$ cat src/rtl/branch_pc_sequencer.sv
// Multi-cycle RV32I PC sequencer: fetch handshake, instruction hold, branch/jump resolution.
// Optional misaligned-target trap built in with `define MISALIGN_TRAP_EN.
module branch_pc_sequencer #(
   parameter logic [31:0] RESET_PC      = 32'h0000_0000,
   parameter int unsigned FETCH_TIMEOUT = 15,
   parameter int unsigned CNT_W         = 4
) (
   input  logic        clk,
   input  logic        reset,
   output logic        imem_req,
   output logic [31:0] imem_addr,
   input  logic        imem_ready,
   input  logic [31:0] imem_rdata,
   output logic [31:0] insn,
   output logic        insn_valid,
   input  logic        exec_done,
   input  logic        EQ,
   input  logic        LS,
   input  logic        LU,
   input  logic [31:0] jalr_base,
   output logic [31:0] pc,
   output logic [31:0] pc_plus4,
   output logic        branch_taken,
   output logic        fetch_err,
   output logic        trap
);

   typedef enum logic [2:0] {S_IDLE, S_FETCH, S_EXEC, S_UPDATE, S_HALT} state_t;

   localparam logic [6:0]  OP_BR   = 7'b1100011;
   localparam logic [6:0]  OP_JAL  = 7'b1101111;
   localparam logic [6:0]  OP_JALR = 7'b1100111;
   localparam logic [31:0] NOP     = 32'h0000_0013;

   state_t            state_q, state_d;
   logic [31:0]       pc_q, pc_d, insn_q, insn_d, npc_q, npc_d;
   logic              taken_q, taken_d;
   logic              req_q, req_d, ivld_q, ivld_d, bt_q, bt_d, ferr_q, ferr_d;
   logic [CNT_W-1:0]  cnt_q, cnt_d;

   logic [31:0]       imm_b, imm_j, imm_i, tgt_c, next_c;
   logic              cond_c, taken_c;

   always_comb begin
      imm_b = {{20{insn_q[31]}}, insn_q[7], insn_q[30:25], insn_q[11:8], 1'b0};
      imm_j = {{12{insn_q[31]}}, insn_q[19:12], insn_q[20], insn_q[30:21], 1'b0};
      imm_i = {{21{insn_q[31]}}, insn_q[30:20]};
      case (insn_q[14:12])
         3'b000:  cond_c = EQ;
         3'b001:  cond_c = ~EQ;
         3'b100:  cond_c = LS;
         3'b101:  cond_c = ~LS;
         3'b110:  cond_c = LU;
         3'b111:  cond_c = ~LU;
         default: cond_c = 1'b0;
      endcase
      case (insn_q[6:0])
         OP_BR: begin
            taken_c = cond_c;
            tgt_c   = cond_c ? pc_q + imm_b : pc_q + 32'd4;
         end
         OP_JAL: begin
            taken_c = 1'b1;
            tgt_c   = pc_q + imm_j;
         end
         OP_JALR: begin
            taken_c = 1'b1;
            tgt_c   = (jalr_base + imm_i) & ~32'h1;
         end
         default: begin
            taken_c = 1'b0;
            tgt_c   = pc_q + 32'd4;
         end
      endcase
`ifdef MISALIGN_TRAP_EN
      next_c = tgt_c;
`else
      // Without the trap, a misaligned target is silently word-aligned.
      next_c = tgt_c & ~32'h3;
`endif
   end

`ifdef MISALIGN_TRAP_EN
   logic trap_q, trap_d;
`endif

   always_comb begin
      state_d = state_q;
      pc_d    = pc_q;
      insn_d  = insn_q;
      npc_d   = npc_q;
      taken_d = taken_q;
      ferr_d  = ferr_q;
      cnt_d   = cnt_q;
`ifdef MISALIGN_TRAP_EN
      trap_d  = trap_q;
`endif
      case (state_q)
         S_IDLE: state_d = S_FETCH;
         S_FETCH: begin
            if (imem_ready) begin
               insn_d  = imem_rdata;
               cnt_d   = '0;
               state_d = S_EXEC;
            end else begin
               cnt_d = cnt_q + 1'b1;
               if (cnt_d == CNT_W'(FETCH_TIMEOUT)) begin
                  ferr_d  = 1'b1;
                  state_d = S_HALT;
               end
            end
         end
         S_EXEC: begin
            if (exec_done) begin
               npc_d   = next_c;
               taken_d = taken_c;
               state_d = S_UPDATE;
`ifdef MISALIGN_TRAP_EN
               if (taken_c && (tgt_c[1:0] != 2'b00)) begin
                  trap_d  = 1'b1;
                  state_d = S_HALT;
               end
`endif
            end
         end
         S_UPDATE: begin
            pc_d    = npc_q;
            state_d = S_FETCH;
         end
         default: state_d = S_HALT;
      endcase
      // Outputs are registered alongside the state they decode.
      req_d  = (state_d == S_FETCH);
      ivld_d = (state_d == S_EXEC);
      bt_d   = (state_d == S_UPDATE) && taken_d;
   end

   always_ff @(posedge clk or posedge reset) begin
      if (reset) begin
         state_q <= S_IDLE;
         pc_q    <= RESET_PC;
         insn_q  <= NOP;
         npc_q   <= RESET_PC;
         taken_q <= 1'b0;
         req_q   <= 1'b0;
         ivld_q  <= 1'b0;
         bt_q    <= 1'b0;
         ferr_q  <= 1'b0;
         cnt_q   <= '0;
`ifdef MISALIGN_TRAP_EN
         trap_q  <= 1'b0;
`endif
      end else begin
         state_q <= state_d;
         pc_q    <= pc_d;
         insn_q  <= insn_d;
         npc_q   <= npc_d;
         taken_q <= taken_d;
         req_q   <= req_d;
         ivld_q  <= ivld_d;
         bt_q    <= bt_d;
         ferr_q  <= ferr_d;
         cnt_q   <= cnt_d;
`ifdef MISALIGN_TRAP_EN
         trap_q  <= trap_d;
`endif
      end
   end

   assign imem_req     = req_q;
   assign imem_addr    = pc_q;
   assign insn         = insn_q;
   assign insn_valid   = ivld_q;
   assign pc           = pc_q;
   assign pc_plus4     = pc_q + 32'd4;
   assign branch_taken = bt_q;
   assign fetch_err    = ferr_q;
`ifdef MISALIGN_TRAP_EN
   assign trap         = trap_q;
`else
   assign trap         = 1'b0;
`endif

endmodule
$ cat config.mk
export PLATFORM = sky130hd
export DESIGN_NAME = branch_pc_sequencer
export DESIGN_NICKNAME = d
export VERILOG_FILES = /design/src/rtl/branch_pc_sequencer.sv
export SDC_FILE = /design/constraint.sdc
export NUM_CORES = 1
export LEC_CHECK = 0
export CORE_UTILIZATION = 35
export CTS_BUF_LIST = sky130_fd_sc_hd__clkbuf_4 sky130_fd_sc_hd__clkbuf_8
export CTS_CLUSTER_DIAMETER = 120
export DETAILED_ROUTE_END_ITERATION = 8
export GPL_TIMING_DRIVEN = 0
export HOLD_SLACK_MARGIN = 0.08
export RECOVER_POWER = 50
export SYNTH_ARGS = -nofsm -noshare
export SYNTH_HDL_FRONTEND = slang
export SYNTH_SLANG_ARGS = --single-unit
$ cat constraint.sdc
create_clock -name clk -period 3.8 [get_ports clk]
set_input_delay 0.57 -clock clk [delete_from_list [all_inputs] [get_ports clk]]
set_output_delay 0.57 -clock clk [all_outputs]
set_load 0.03 [all_outputs]
==> impl_metrics.tcl, run 1 <==
set metrics [dict create \
    drtPass1Iterations 7 \
    max_stage_delay_ns 0.50 \
    crit_arrival_ns 3.08 \
    p_clk_share_pct 6.1 \
    holdWs_ns 0.4850 \
    cp.required_ns 3.23 \
    syn_area_per_cell_um2 8.747 \
    skew_ns 0.01468 \
    synth_area_um2 9376 \
    stdcell_area_um2 12050 \
    synthFlopType "dfrtp_1" \
    hpwl_um 24370 \
    htreeDepth 3 \
    final_common_cell "clkdlybuf4s50_1" \
    maxCapViolCount 1 \
    internal_power_mw 5.672 \
    start_util_pct 35.88 \
    insertedDiodeCount 0 \
    wl_um 31440 \
    netlist_instances 1072 \
    slew_headroom_pct -64.38 \
    gp_congestion 0.8937 \
    fin_crit_sh_pct 95.93 \
    worstMarginPinSlew_ns 2.452 \
    antenna_found_initial 0 \
    nFillCells 2609 \
    cp-start-kind "flip-flop" \
    drive_gt1_share_pct 12.98 \
    yosys.cell_types.count 85 \
    instances_no_fill 1629 \
    drt-vias-per-instance 5.503 \
    hold_viol_final 0 \
    worstSetupPathType "reg2out" \
    rsz0062_at_grt "no" \
    vdd_ir_drop_max_uv 466.9 \
    ctsRootBufferMaster "clkbuf_8" \
    grt_pass1_wl_um 48840 \
    whs_path_depth 1 \
    cts_tree "yes" \
    critical_path_depth 9 \
    drcViolationCount 18 \
    dpl_cell_area_um2 11830 \
    final_cell_mix "clkdlybuf4s50_1 (165), dfrtp_1 (97), nand2_1 (94)" \
    clock_sinks 103 \
    cp_top_family "simple AND/OR/NAND/NOR gates" \
    critical_path_buf_inv_count 3 \
    synth_edf_count 0 \
    dr_total_vias 8964 \
    io_pins 204 \
    fin_ws_ns 0.1548 \
    die_y_um 165.7 \
    fmax_mhz 274.3 \
    ant_nets 0 \
    critPathCaptureType "output port" \
    die_w_um 165.7 \
    routedWlPerCell_um 19.30 \
    slew_viol_final 52 \
    nNetsFinal 1436 \
    ys_seq_area_share_pct 27.53 \
    ys_warn_count 0 \
    violations "DRC, capacitance limit, slew limit" \
    grt_max_degree 53 \
    port_buffers 196 \
    num_rows 59 \
    power_mw 12.15 \
    p_per_area_nw_per_um2 1008 \
    combPwrFrac_pct 75.2 \
    clockBufferDepth 2 \
    drt_iter0_drc 626 \
    pre_cts_slack_ns -0.03572 \
    dpl.cell_count 1611 \
    cp_cell_sequence "ha_1 -> and4_1 -> and3_1 -> buf_2 -> inv_1 -> nor3_4 -> nand3_1 -> xnor2_1 -> dlygate4sd2_1" \
    cp_max_fo 9 \
    area_growth_pct 28.52 \
    first_global_vias 8561 \
    reg2reg_depth 11 \
    setup_viol 0 \
    fin_util_pct 46.11 \
    overflow 0 \
    grt_usage_pct 22.85 \
    clk_latency_ns 0.41 \
    pwr-share-seq_pct 18.8 \
    worst_path_max_delay_cell "dfrtp_2" \
    setup_tns_ns 0 \
    p_leak_nw 5.118 \
    status "finished, violations left" \
    async_flop_share_pct 100.0 \
    die-area_um2 27450 \
    cts_buffers 9 \
    switchingPower_mw 6.477 \
    ys_ff_latch 103 \
    clkTransAtPathRegs_ns 0.12 \
    core_area_um2 26130 \
    fin_crit_ns 3.645 \
    hp-class "reg2reg" \
    swShare_pct 53.31 \
]
[layer usage]
layer,routed length (um),global-route usage (%),vias up
li1,-,-,4383
met1,14300,30.19,4244
met2,14350,37.16,284
met3,1786,3.513,53
met4,996,9.590,0
met5,0,0,-
[flip-flops by register name, summed over array words and instances (netlist names)]
signal,cells
branch_taken,1
cnt_q,4
fetch_err,1
imem_addr,30
imem_req,1
insn,32
insn_valid,1
npc_q,30
state_q,3
[Yosys cell counts (15+ instances only)]
cell type | count | share of area [%]
dfrtp_1 | 100 | 27
nand2_1 | 94 | 3.8
a21oi_1 | 75 | 4.0
ha_1 | 74 | 9.9
o21ai_0 | 70 | 3.7
nor2_1 | 68 | 2.7
mux2_2 | 61 | 7.3
xnor2_1 | 49 | 4.6
buf_4 | 37 | 3.0
clkbuf_1 | 32 | 1.3
nand3_1 | 32 | 1.7
inv_1 | 27 | 1.1
a21o_1 | 26 | 2.1
xor2_1 | 26 | 2.4
nand4_1 | 19 | 1.3
a31oi_1 | 18 | 1.2
nand2b_1 | 17 | 1.1
a221oi_1 | 15 | 1.4
nor3_1 | 15 | 0.80
[logic make-up (layout without fill, tap and decap cells)]
| logic type | after synthesis | count (layout) | share of synthesized area (%) |
|---|---|---|---|
| AO/OA/AOI/OAI | 329 | 329 | 23.95 |
| XOR/XNOR | 75 | 75 | 7.006 |
| adder cells (fa/ha/maj) | 76 | 76 | 10.30 |
| buffers and inverters | 108 | 324 | 6.525 |
| flip-flops | 103 | 103 | 27.53 |
| multiplexers | 73 | 73 | 8.607 |
| other | 1 | 7 | 0.03999 |
| AND/OR/NAND/NOR | 307 | 307 | 16.04 |
[worst paths after layout]
kind | startpoint | slack (ns) | endpoint
max | imem_addr[3]$_DFFE_PP0P_ | 0.15 | pc_plus4[26]
min | fetch_err$_DFFE_PP0P_ | 0.48 | fetch_err$_DFFE_PP0P_
max reg2reg | imem_addr[2]$_DFFE_PP0P_ | 0.25 | npc_q[24]$_DFFE_PP0P_
min reg2reg | fetch_err$_DFFE_PP0P_ | 0.48 | fetch_err$_DFFE_PP0P_
max in group asynchronous | reset | 1.32 | insn[31]$_DFFE_PP0P_
min in group asynchronous | reset | 1.26 | insn[5]$_DFFE_PP0P_
[power groups by stage]
stage / combinational, mW / sequential (mW) / clock (mW)
floorplan: 5.83 / 2.76 / 0
global placement: 8.97 / 2.36 / 0
detailed placement: 9.12 / 2.31 / 0
CTS: 9.14 / 2.29 / 0.756
global route: 9.95 / 2.37 / 0.786
finish: 9.13 / 2.28 / 0.737
[worst register-to-register path, stage by stage, from the launching register on]
cell and delay, ns:
dfrtp_2 0.50, ha_1 0.23, inv_1 0.06, fa_1 0.41, nor2b_1 0.18, o31ai_1 0.16, a311oi_1 0.50, o21ai_1 0.26
o21ai_2 0.49, o21ai_0 0.18, o41ai_1 0.33, a31oi_1 0.13
[layout make-up]
type / count / area [um2] / area share (%)
clock buffers: 9 / 123.9 / 1.028
multi-input cells: 867 / 6212 / 51.55
well taps: 335 / 419.2 / 3.478
clock inverters: 7 / 73.82 / 0.6126
repair buffers: 200 / 2023 / 16.79
inverters: 27 / 102.6 / 0.8514
flip-flops and latches: 103 / 2585 / 21.45
plain buffers: 81 / 510.5 / 4.236
[repair_timing]
action | in CTS | in global routing
hold buffers | 0 | 0
cloned | 0 | 0
pin swaps | 1 | 0
setup endpoints to repair | 11 | 5
resized for setup | 9 | 6
buffers inserted | 2 | 0
Power figures use the tool's default switching activity.
==> inputs of run 2 (changes only) <==
--- a/config.mk
+++ b/config.mk
@@ -9,6 +9,7 @@
 export CTS_BUF_LIST = sky130_fd_sc_hd__clkbuf_4 sky130_fd_sc_hd__clkbuf_8
 export CTS_CLUSTER_DIAMETER = 120
 export DETAILED_ROUTE_END_ITERATION = 8
+export DONT_BUFFER_PORTS = 1
 export GPL_TIMING_DRIVEN = 0
 export HOLD_SLACK_MARGIN = 0.08
 export RECOVER_POWER = 50
==> constraint.sdc (replaced) <==
create_clock -name clk -period 4.46 [get_ports clk]
set_input_delay 0.669 -clock clk [delete_from_list [all_inputs] [get_ports clk]]
set_output_delay 0.669 -clock clk [all_outputs]
set_load 0.03 [all_outputs]
==> run 2 against run 1 <==
The run still ends with DRC, capacitance limit, slew limit left. Wire length decreased by 4.4%. Flip-flop and latch count unchanged. Sequential share of layout area increased by 4.2 points. Sequential power increased by 11%. Worst setup slack improved by 0.087 ns. Register-to-register slack improved by 0.38 ns. Clock skew increased by 0.0069 ns. Global-route usage decreased by 1.3 points. Critical path depth decreased by 1. Largest cell class unchanged.
==> impl_metrics.tcl, run 2 (same netlist as run 1, synthesis figures left out) <==
set metrics [dict create \
    area_growth_pct 7.259 \
    post-cts-setup-buffers 0 \
    ff2ff_setup_slack_ns 0.63 \
    wl_um 30060 \
    critPathCaptureType "output port" \
    slew_headroom_pct -32.54 \
    dpl.cell_count 1415 \
    setup.worst_path.end "pc_plus4[26]" \
    cts_buffers 9 \
    antenna_found_initial 0 \
    p_leak_nw 4.275 \
    cp.required_ns 3.79 \
    violations "DRC, capacitance limit, slew limit" \
    grt_max_degree 60 \
    io_pins 204 \
    cp_cell_sequence "ha_1 -> and4_1 -> and3_1 -> buf_2 -> inv_1 -> nor3_2 -> nand3_1 -> xnor2_1" \
    reg2reg_depth 11 \
    drcViolationCount 18 \
    pre_cts_slack_ns 0.6289 \
    rsz0062_at_grt "no" \
    clock_sinks 103 \
    fin_ws_ns 0.2420 \
    final_common_cell "dfrtp_1" \
    fin_crit_ns 4.218 \
    multi_input_area_um2 6213 \
    setup_viol 0 \
    drt-vias-per-instance 5.840 \
    hp-class "in2reg" \
    power_mw 9.428 \
    grt_usage_pct 21.51 \
    dr_total_vias 8357 \
    cp-startpoint "imem_addr[3]$_DFFE_PP0P_" \
    instances_no_fill 1431 \
    drive_gt1_share_pct 14.60 \
    setup_tns_ns 0 \
    r2r_end "npc_q[24]$_DFFE_PP0P_" \
    drtPass1Iterations 8 \
    die_w_um 165.7 \
    status "finished, violations left" \
    insertedDiodeCount 0 \
    p_per_area_nw_per_um2 937.5 \
    routedWlPerCell_um 21.00 \
    start_util_pct 35.88 \
    max_stage_delay_ns 0.74 \
    gp_congestion 0.9210 \
    worstSetupPathType "reg2out" \
    fmax_mhz 237.1 \
    num_rows 59 \
    clk_latency_ns 0.40 \
    overflow 0 \
    die-area_um2 27450 \
    ant_nets 0 \
    seqCellArea_um2 2581 \
    nFillCells 2718 \
    hpwl_um 23470 \
    cp_max_fo 9 \
    skew_ns 0.02154 \
    cp-start-kind "flip-flop" \
    cts_tree "yes" \
    final_cell_mix "dfrtp_1 (100), nand2_1 (94), a21oi_1 (75)" \
    slew_viol_final 106 \
    grt_pass1_wl_um 45400 \
    core_area_um2 26130 \
    port_buffers 0 \
    hold_viol_final 0 \
    htreeDepth 3 \
    crit_arrival_ns 3.55 \
    first_global_vias 7768 \
    worstMarginPinSlew_ns 1.977 \
    maxCapViolCount 2 \
    nNetsFinal 1238 \
    fin_crit_sh_pct 94.57 \
    clkTransAtPathRegs_ns 0.10 \
    drt_iter0_drc 725 \
    worst_path_max_delay_cell "dfrtp_1" \
    reg2reg_from "imem_addr[2]$_DFFE_PP0P_" \
    largest_register_ffs 32 \
    die_y_um 165.7 \
    vdd_ir_drop_max_uv 433.1 \
    clockBufferDepth 2 \
    ctsRootBufferMaster "clkbuf_8" \
]
-- run 2: cell types whose count changed in the layout (fill, tap and decap cells not counted), sizes merged --
cell	previous run	this run
bufinv	0	1
clkdlybuf4s50	165	0
buf	50	47
dlygate4sd3	21	0
dlygate4sd2	5	0
dlymetal6s2s	4	0
inv	29	28
clkbuf	44	45
clkinvlp	1	3
clkinv	4	1
-- run 2: worst min-delay path by stage --
stage / start / end / slack, ns / depth (start not counted)
floorplan: npc_q[15]$_DFFE_PP0P_ / npc_q[15]$_DFFE_PP0P_ / 0.45 / 2
global placement: npc_q[5]$_DFFE_PP0P_ / npc_q[5]$_DFFE_PP0P_ / 0.46 / 2
detailed placement: npc_q[3]$_DFFE_PP0P_ / npc_q[3]$_DFFE_PP0P_ / 0.47 / 2
CTS: reset / fetch_err$_DFFE_PP0P_ / 0.20 / 1
global route: imem_ready / cnt_q[1]$_DFFE_PP0N_ / 0.34 / 1
finish: imem_ready / cnt_q[1]$_DFFE_PP0N_ / 0.36 / 1
-- run 2: cell type report --
type                            instances  share of cell area, %
Buffer                                 81                  5.076
Clock buffer                           10                  1.369
Clock inverter                          6                 0.6718
Inverter                               27                  1.020
Multi-Input combinational cell        867                  61.78
Sequential cell                       103                  25.67
Tap cell                              335                  4.168
Timing Repair Buffer                    2                 0.2488
-- run 2: routing by layer --
metal / up-vias / wire (um) / global-route usage, %
met2: 342 / 13810 / 34.89
met5: - / 0 / 0
met4: 0 / 620 / 6.786
li1: 3985 / - / -
met3: 37 / 2326 / 3.990
met1: 3993 / 13300 / 28.89
-- run 2: repair_timing --
action,in CTS,in global routing
endpoints found under the setup margin,0,1
hold buffers,0,0
resized for setup,0,1
-- run 2: where the power goes --
group | switching, mW | internal [mW] | total (mW)
clock | 0.362 | 0.278 | 0.640
sequential | 1.20 | 1.33 | 2.54
combinational | 3.81 | 2.44 | 6.25
-- run 2: through the flow --
| stage | hold WS [ns] | cell area, um2 | utilization [%] |
|---|---|---|---|
| 4_1_cts | 0.2005 | 10070 | 38.55 |
| 6_report | 0.3623 | 10060 | 38.49 |
| 2_1_floorplan | 0.4460 | 9399 | - |
| 3_3_place_gp | 0.4587 | 9818 | 37.57 |
| 5_1_grt | 0.3419 | 10060 | 38.49 |
| 3_5_place_dp | 0.4663 | 9869 | 37.77 |
-- run 2: critical path: cells and delay by family (launching register included) --
family	cells	cell delay (ns)
AND/OR/NAND/NOR	4	0.99
XOR/XNOR	1	0.74
buffers and inverters	2	0.35
flip-flops	1	0.74
adder cells (fa/ha/maj)	1	0.32
